<file path="src/rtl/matvec_pkg.sv">
// -----------------------------------------------------------------------------
// matvec_pkg
// Shared types and sizing helpers for the matrix-vector sequencer.
//   state_t      : controller state encoding
//   DEF_ROWS/COLS: default array geometry (8x8)
//   STEPS        : number of RUN steps for the default geometry (COLS+ROWS-1)
//   DRAIN_CYCLES : cycles waited after the last MAC enable before results are
//                  read (MAC multiply register + accumulate register)
//   K_W / IDX_W  : widths of the step counter and the result index
// The helper functions let each module derive the same widths from its own
// parameter values when the geometry is overridden.
// -----------------------------------------------------------------------------
package matvec_pkg;

    typedef enum logic [2:0] {
        S_IDLE,
        S_CLEAR,
        S_RUN,
        S_DRAIN,
        S_OUTPUT,
        S_DONE
    } state_t;

    function automatic int steps_of(input int rows, input int cols);
        return cols + rows - 1;
    endfunction

    function automatic int k_width(input int rows, input int cols);
        return ((cols + rows) > 2) ? $clog2(cols + rows) : 1;
    endfunction

    function automatic int idx_width(input int rows);
        return (rows > 1) ? $clog2(rows) : 1;
    endfunction

    localparam int DEF_ROWS     = 8;
    localparam int DEF_COLS     = 8;
    localparam int STEPS        = steps_of(DEF_ROWS, DEF_COLS);
    localparam int DRAIN_CYCLES = 2;
    localparam int K_W          = k_width(DEF_ROWS, DEF_COLS);
    localparam int IDX_W        = idx_width(DEF_ROWS);

endpackage

</file>
<file path="src/rtl/matvec_skew_gen.sv">
// -----------------------------------------------------------------------------
// matvec_skew_gen
// Combinational step decoder for the systolic MAC column.
//   k       in  : current RUN step
//   a_empty in  : per-row A FIFO empty flags
//   b_empty in  : B FIFO empty flag
//   active  out : rows taking part in step k (r <= k < r+COLS)
//   need_b  out : step k still consumes a new B element (k < COLS)
//   fire    out : every operand the step needs is available
// -----------------------------------------------------------------------------
module matvec_skew_gen
    import matvec_pkg::*;
#(
    parameter int ROWS = DEF_ROWS,
    parameter int COLS = DEF_COLS,
    parameter int KW   = k_width(DEF_ROWS, DEF_COLS)
) (
    input  logic [KW-1:0]   k,
    input  logic [ROWS-1:0] a_empty,
    input  logic            b_empty,
    output logic [ROWS-1:0] active,
    output logic            need_b,
    output logic            fire
);

    int k_int;

    always_comb begin
        k_int  = int'(k);
        active = '0;
        // Each row starts one step after the row above it and consumes
        // COLS elements, giving the diagonal wavefront of the array.
        for (int r = 0; r < ROWS; r++) begin
            active[r] = (k_int >= r) && (k_int < r + COLS);
        end
        need_b = (k_int < COLS);
        // A row that is not active does not hold the step up, even if its
        // FIFO is empty.
        fire   = ((active & a_empty) == '0) && !(need_b && b_empty);
    end

endmodule

</file>
<file path="src/rtl/matvec_ctrl.sv">
// -----------------------------------------------------------------------------
// matvec_ctrl
// Sequencer for a column of ROWS MAC units computing C = A x B.
//   clk, rst_n   : clock, asynchronous active-low reset
//   start        : begin one operation (only looked at in IDLE)
//   busy         : operation in progress (CLEAR..OUTPUT)
//   done         : one-cycle pulse after the last result handshake
//   a_empty      : per-row A FWFT FIFO empty flags
//   a_rd_en      : per-row A FIFO pops (data used in the same cycle)
//   b_empty      : B FWFT FIFO empty flag
//   b_rd_en      : B FIFO pop
//   mac_en       : per-row MAC enable, skewed one step per row
//   mac_clr      : clear all accumulators
//   couts        : packed accumulator outputs, row r at [r*ACC_WIDTH +: ACC_WIDTH]
//   res_valid    : result stream valid
//   res_ready    : result stream ready
//   res_data     : accumulator value of row res_idx (registered)
//   res_idx      : row index of res_data
// -----------------------------------------------------------------------------
module matvec_ctrl
    import matvec_pkg::*;
#(
    parameter int ROWS       = DEF_ROWS,
    parameter int COLS       = DEF_COLS,
    parameter int DATA_WIDTH = 8,
    parameter int ACC_WIDTH  = 24
) (
    input  logic                           clk,
    input  logic                           rst_n,
    input  logic                           start,
    output logic                           busy,
    output logic                           done,
    input  logic [ROWS-1:0]                a_empty,
    output logic [ROWS-1:0]                a_rd_en,
    input  logic                           b_empty,
    output logic                           b_rd_en,
    output logic [ROWS-1:0]                mac_en,
    output logic                           mac_clr,
    input  logic [ROWS*ACC_WIDTH-1:0]      couts,
    output logic                           res_valid,
    input  logic                           res_ready,
    output logic [ACC_WIDTH-1:0]           res_data,
    output logic [idx_width(ROWS)-1:0]     res_idx
);

    localparam int KW      = k_width(ROWS, COLS);
    localparam int IW      = idx_width(ROWS);
    localparam int DRAIN_W = (DRAIN_CYCLES > 2) ? $clog2(DRAIN_CYCLES) : 1;

    localparam logic [KW-1:0]      K_LAST     = KW'(steps_of(ROWS, COLS) - 1);
    localparam logic [IW-1:0]      IDX_LAST   = IW'(ROWS - 1);
    localparam logic [DRAIN_W-1:0] DRAIN_LAST = DRAIN_W'(DRAIN_CYCLES - 1);

    // The accumulator must hold a full product; anything narrower would
    // silently truncate inside the MAC array.
    generate
        if (ACC_WIDTH < 2 * DATA_WIDTH) begin : g_bad_width
            $error("matvec_ctrl: ACC_WIDTH must be at least 2*DATA_WIDTH");
        end
    endgenerate

    state_t               state, state_n;
    logic [KW-1:0]        k, k_n;
    logic [DRAIN_W-1:0]   drain_cnt, drain_n;
    logic [IW-1:0]        idx_n, idx_inc;
    logic [ACC_WIDTH-1:0] data_n;
    logic [ACC_WIDTH-1:0] cout_arr [ROWS];

    logic [ROWS-1:0]      active;
    logic                 need_b;
    logic                 fire;

    matvec_skew_gen #(
        .ROWS (ROWS),
        .COLS (COLS),
        .KW   (KW)
    ) u_skew (
        .k       (k),
        .a_empty (a_empty),
        .b_empty (b_empty),
        .active  (active),
        .need_b  (need_b),
        .fire    (fire)
    );

    always_comb begin
        for (int r = 0; r < ROWS; r++) begin
            cout_arr[r] = couts[r*ACC_WIDTH +: ACC_WIDTH];
        end
    end

    assign idx_inc = res_idx + 1'b1;

    // Next-state and output decode. Enables are decoded from the registered
    // state so an asynchronous reset drops them in the same cycle.
    always_comb begin
        state_n   = state;
        k_n       = k;
        drain_n   = drain_cnt;
        idx_n     = res_idx;
        data_n    = res_data;
        busy      = 1'b0;
        done      = 1'b0;
        mac_clr   = 1'b0;
        mac_en    = '0;
        a_rd_en   = '0;
        b_rd_en   = 1'b0;
        res_valid = 1'b0;

        case (state)
            S_IDLE: begin
                if (start) begin
                    state_n = S_CLEAR;
                end
            end

            S_CLEAR: begin
                busy    = 1'b1;
                mac_clr = 1'b1;
                k_n     = '0;
                state_n = S_RUN;
            end

            S_RUN: begin
                busy = 1'b1;
                // A stalled step simply repeats next cycle with k unchanged.
                if (fire) begin
                    mac_en  = active;
                    a_rd_en = active;
                    b_rd_en = need_b;
                    if (k == K_LAST) begin
                        k_n     = '0;
                        drain_n = '0;
                        state_n = S_DRAIN;
                    end else begin
                        k_n = k + 1'b1;
                    end
                end
            end

            S_DRAIN: begin
                busy = 1'b1;
                if (drain_cnt == DRAIN_LAST) begin
                    // The last accumulate lands at the end of the previous
                    // cycle, so row 0 can be captured for the first beat.
                    idx_n   = '0;
                    data_n  = cout_arr[0];
                    state_n = S_OUTPUT;
                end else begin
                    drain_n = drain_cnt + 1'b1;
                end
            end

            S_OUTPUT: begin
                busy      = 1'b1;
                res_valid = 1'b1;
                if (res_ready) begin
                    if (res_idx == IDX_LAST) begin
                        idx_n   = '0;
                        state_n = S_DONE;
                    end else begin
                        idx_n  = idx_inc;
                        data_n = cout_arr[idx_inc];
                    end
                end
            end

            S_DONE: begin
                done    = 1'b1;
                state_n = S_IDLE;
            end

            default: begin
                state_n = S_IDLE;
            end
        endcase
    end

    always_ff @(posedge clk or negedge rst_n) begin
        if (!rst_n) begin
            state     <= S_IDLE;
            k         <= '0;
            drain_cnt <= '0;
            res_idx   <= '0;
            res_data  <= '0;
        end else begin
            state     <= state_n;
            k         <= k_n;
            drain_cnt <= drain_n;
            res_idx   <= idx_n;
            res_data  <= data_n;
        end
    end

endmodule

</file>
<file path="config.mk">
export PLATFORM = sky130hd
export DESIGN_NAME = matvec_ctrl
export DESIGN_NICKNAME = d
export VERILOG_FILES = /design/src/rtl/matvec_pkg.sv /design/src/rtl/matvec_skew_gen.sv /design/src/rtl/matvec_ctrl.sv
export SDC_FILE = /design/constraint.sdc
export NUM_CORES = 1
export LEC_CHECK = 0
export BUFFER_PORTS_ARGS = -buffer_cell sky130_fd_sc_hd__buf_2
export CAP_MARGIN = 20
export CORE_ASPECT_RATIO = 1.2
export CORE_MARGIN = 4
export CORE_UTILIZATION = 30
export CTS_BUF_LIST = sky130_fd_sc_hd__clkbuf_8
export CTS_CLUSTER_DIAMETER = 100
export DETAILED_ROUTE_END_ITERATION = 8
export HOLD_SLACK_MARGIN = 0.06
export PLACE_DENSITY = 0.7
export SLEW_MARGIN = 10
export SYNTH_ARGS = -nofsm -noshare
export SYNTH_HDL_FRONTEND = slang
export SYNTH_SLANG_ARGS = --single-unit
</file>
<file path="constraint.sdc">
create_clock -name clk -period 4.4 [get_ports clk]
set_input_delay 0.88 -clock clk [delete_from_list [all_inputs] [get_ports clk]]
set_output_delay 0.88 -clock clk [all_outputs]
set_load 0.02 [all_outputs]
</file>
==> run metrics <==
status=finished, final reports clean; Post-synth top flop=dfrtp_1; clk_lat worst skew=approximately 0.29 ns; DRT antenna net count=0; critical-path cell list=inv_1, ha_1, and2_1, o311ai_1, o211ai_2, nor3_2, nor3b_1, buf_2; Clock transition at path regs=approximately 0.080 ns; WL/cell=17.36 um; Avg Vias per Cell=4.986; Bufs on Longest Clock Path=2; GRT Overall Usage=18.30%; CP Max Fanout=11; worst setup path class=flop to output port; htree depth=2; Post-CTS Setup Bufs=0; Initial DRC Count=150; mean post-synth cell area=10.34 sq um; asr flop ratio synth=100.0%; worst slew pin tran=0.9196 ns; Antenna Cells=0; worst rel slew slack=38.69%; Post-Syn Area=0.003486 sq mm; placed inst area=between 0.004 and 0.005 sq mm; clock skew=about 0.011 ns; Final Cycle Share=88.52%; register area share after synthesis=25.13%; critical path's slowest cell=nor3_2; detailed placement HPWL=10.33 mm; leakage=2.323 nW; PwrDens=568.7 mW/mm^2; Max Transition Viols Final=0; Ports=253; Worst setup SP type=flop; vias=3585; Remaining DRCs=0; first-pass GRT wire length=19.35 mm; fmax=256.7 MHz; Layout Cell Area excl Fill=just under 0.005 sq mm; IO Port Bufs=252; CP Data Arrival Time=3.01 ns; die height=126.1 um; vias in the first global route=3716; RD Place Congestion=about 0.98; Syn Nets=approximately 550; count of different cell masters after synthesis=43; Pwr Total=2.819 mW; Starting Density=between 30% and 40%; min-delay worst type=flop to flop; critical path endpoint category=output port; core area=~0.011 sq mm; EDFF count, synth=0; final-layout fill cell count=1141; CTS-repair resized insts=0; RSZ-0062 raised after global routing=no; Yosys warning total=0; max_cap viols=0; initial antenna violation count=0; minimum clock period=3.895 ns; Mapped Cells=337; Remaining Overflow, GRT=0; count of clock tree sinks=35; hold buffers post-CTS=0; nets@finish=around 780; Peak VDD IR=0.2505 mV; #FFs+latches synth=35; final setup violation count=0; Critical Path RT=3.52 ns; setup tns final=0 ns; layout cells sized above 1=57.70%; Area Growth Syn to Fin=42.21%; CTS tree=done; cts bufs inserted=5; Final Hold Violating Endpoints=0; Die Area=0.01341 sq mm; DIE WIDTH=106.4 um; Clock Tree Root=clkbuf_8; pin count of the biggest net entering global routing=55; FP Rows=42; Final Routed Wirelength=12.48 mm; TritonRoute pass-1 iters=6; CP peak stage delay=just under 0.6 ns
## power breakdown
group | internal (mW) | switching, mW
clock network | 0.169 | 0.122
registers | 0.463 | 0.113
logic | 0.941 | 1.01
total | 1.57 | 1.25
## worst paths after layout
kind / startpoint / to / slack [ns] / cells past startpoint
min reg2reg: res_data[23]$_DFFE_PN0P_ / res_data[23]$_DFFE_PN0P_ / 0.47 / 2
min: res_data[23]$_DFFE_PN0P_ / res_data[23]$_DFFE_PN0P_ / 0.47 / 2
max reg2reg: k[3]$_DFFE_PN0P_ / k[1]$_DFFE_PN0P_ / 1.86 / 7
max: k[3]$_DFFE_PN0P_ / a_rd_en[2] / 0.51 / 8
max in group asynchronous: rst_n / res_idx[0]$_DFFE_PN0P_ / 3.14 / 1
min in group asynchronous: rst_n / res_data[22]$_DFFE_PN0P_ / 0.67 / 1
## Yosys cell counts (all sizes together) (2+ instances only)
cell / instances / area [sq um]
nor4: 4 / 25.02
o311ai: 2 / 17.52
nor3: 3 / 20.02
o21ai: 50 / 250.2
or2: 2 / 12.51
a2bb2oi: 2 / 17.52
a31oi: 2 / 12.51
nor3b: 2 / 15.01
inv: 10 / 37.54
mux4: 48 / 1081
ha: 10 / 125.1
mux2i: 27 / 270.3
or4: 2 / 18.77
clkbuf: 13 / 48.80
a21oi: 3 / 15.01
mux2: 2 / 26.27
dfrtp: 35 / 875.8
buf: 24 / 138.9
nand2: 62 / 232.7
nor2: 5 / 18.77
and3b: 3 / 26.28
nor2b: 4 / 25.02
and2: 5 / 31.28
nand2b: 3 / 18.77
## registers in the layout, summed over array words and instances, names as in the netlist
signal and cells:
drain_cnt 1, res_data 24, res_idx 3, k 4, state 3
## worst max-delay path: cells and delay by family, from the launching register on
kind	cells	cell delay [ns]
buf+inv	2	0.38
flops	1	0.53
compound gates	2	0.55
fa+ha+maj	1	0.22
simple gates	3	1.05
## layout make-up
type                       count  area (sq um)  share of cell area (%)
clock buffer                   5         68.82                   1.388
tap                          154         192.7                   3.887
clock inverter                 3         43.79                  0.8834
inverter                      10         37.54                  0.7572
sequential                    35         879.6                   17.74
timing repair buffer         257          1331                   26.86
multi-input combinational    255          2404                   48.49
## cell families after synthesis
family          after synthesis  share of synthesized area [%]
flops                        35                          25.13
buf+inv                      47                          6.461
fa+ha+maj                    10                          3.589
simple gates                 99                          13.53
xor+xnor                      1                         0.2513
compound gates               68                          11.52
mux                          77                          39.52
## per-layer routing
layer	global-route usage, %	up-vias	share of wire (%)
met5	0	-	0
met4	3.963	0	1.3
met3	3.889	11	7.0
met2	33.31	162	53
met1	22.06	1696	39
li1	-	1716	-
## stage by stage
step                instances  hold WS [ns]  utilization (%)  setup WS, ns
finish                    719        0.4743            44.29        0.5051
global route              719        0.5022            44.29        0.2772
CTS                       717        0.4851            43.86        0.5127
detailed placement        709        0.4659            42.86        0.8357
global placement          709        0.4593            42.86        0.9218
floorplan                 337        0.5139                -        0.7478
## placed cells by master (no fill, tap or decap), drive strengths merged, types with 4 or more instances in the layout
master  instances
buf           257
nand2          62
o21ai          50
mux4           48
dfrtp          35
mux2i          27
inv            10
ha             10
nor2            5
clkbuf          5
and2            5
nor2b           4
nor4            4
No activity file was read; power rests on OpenSTA's default activity.
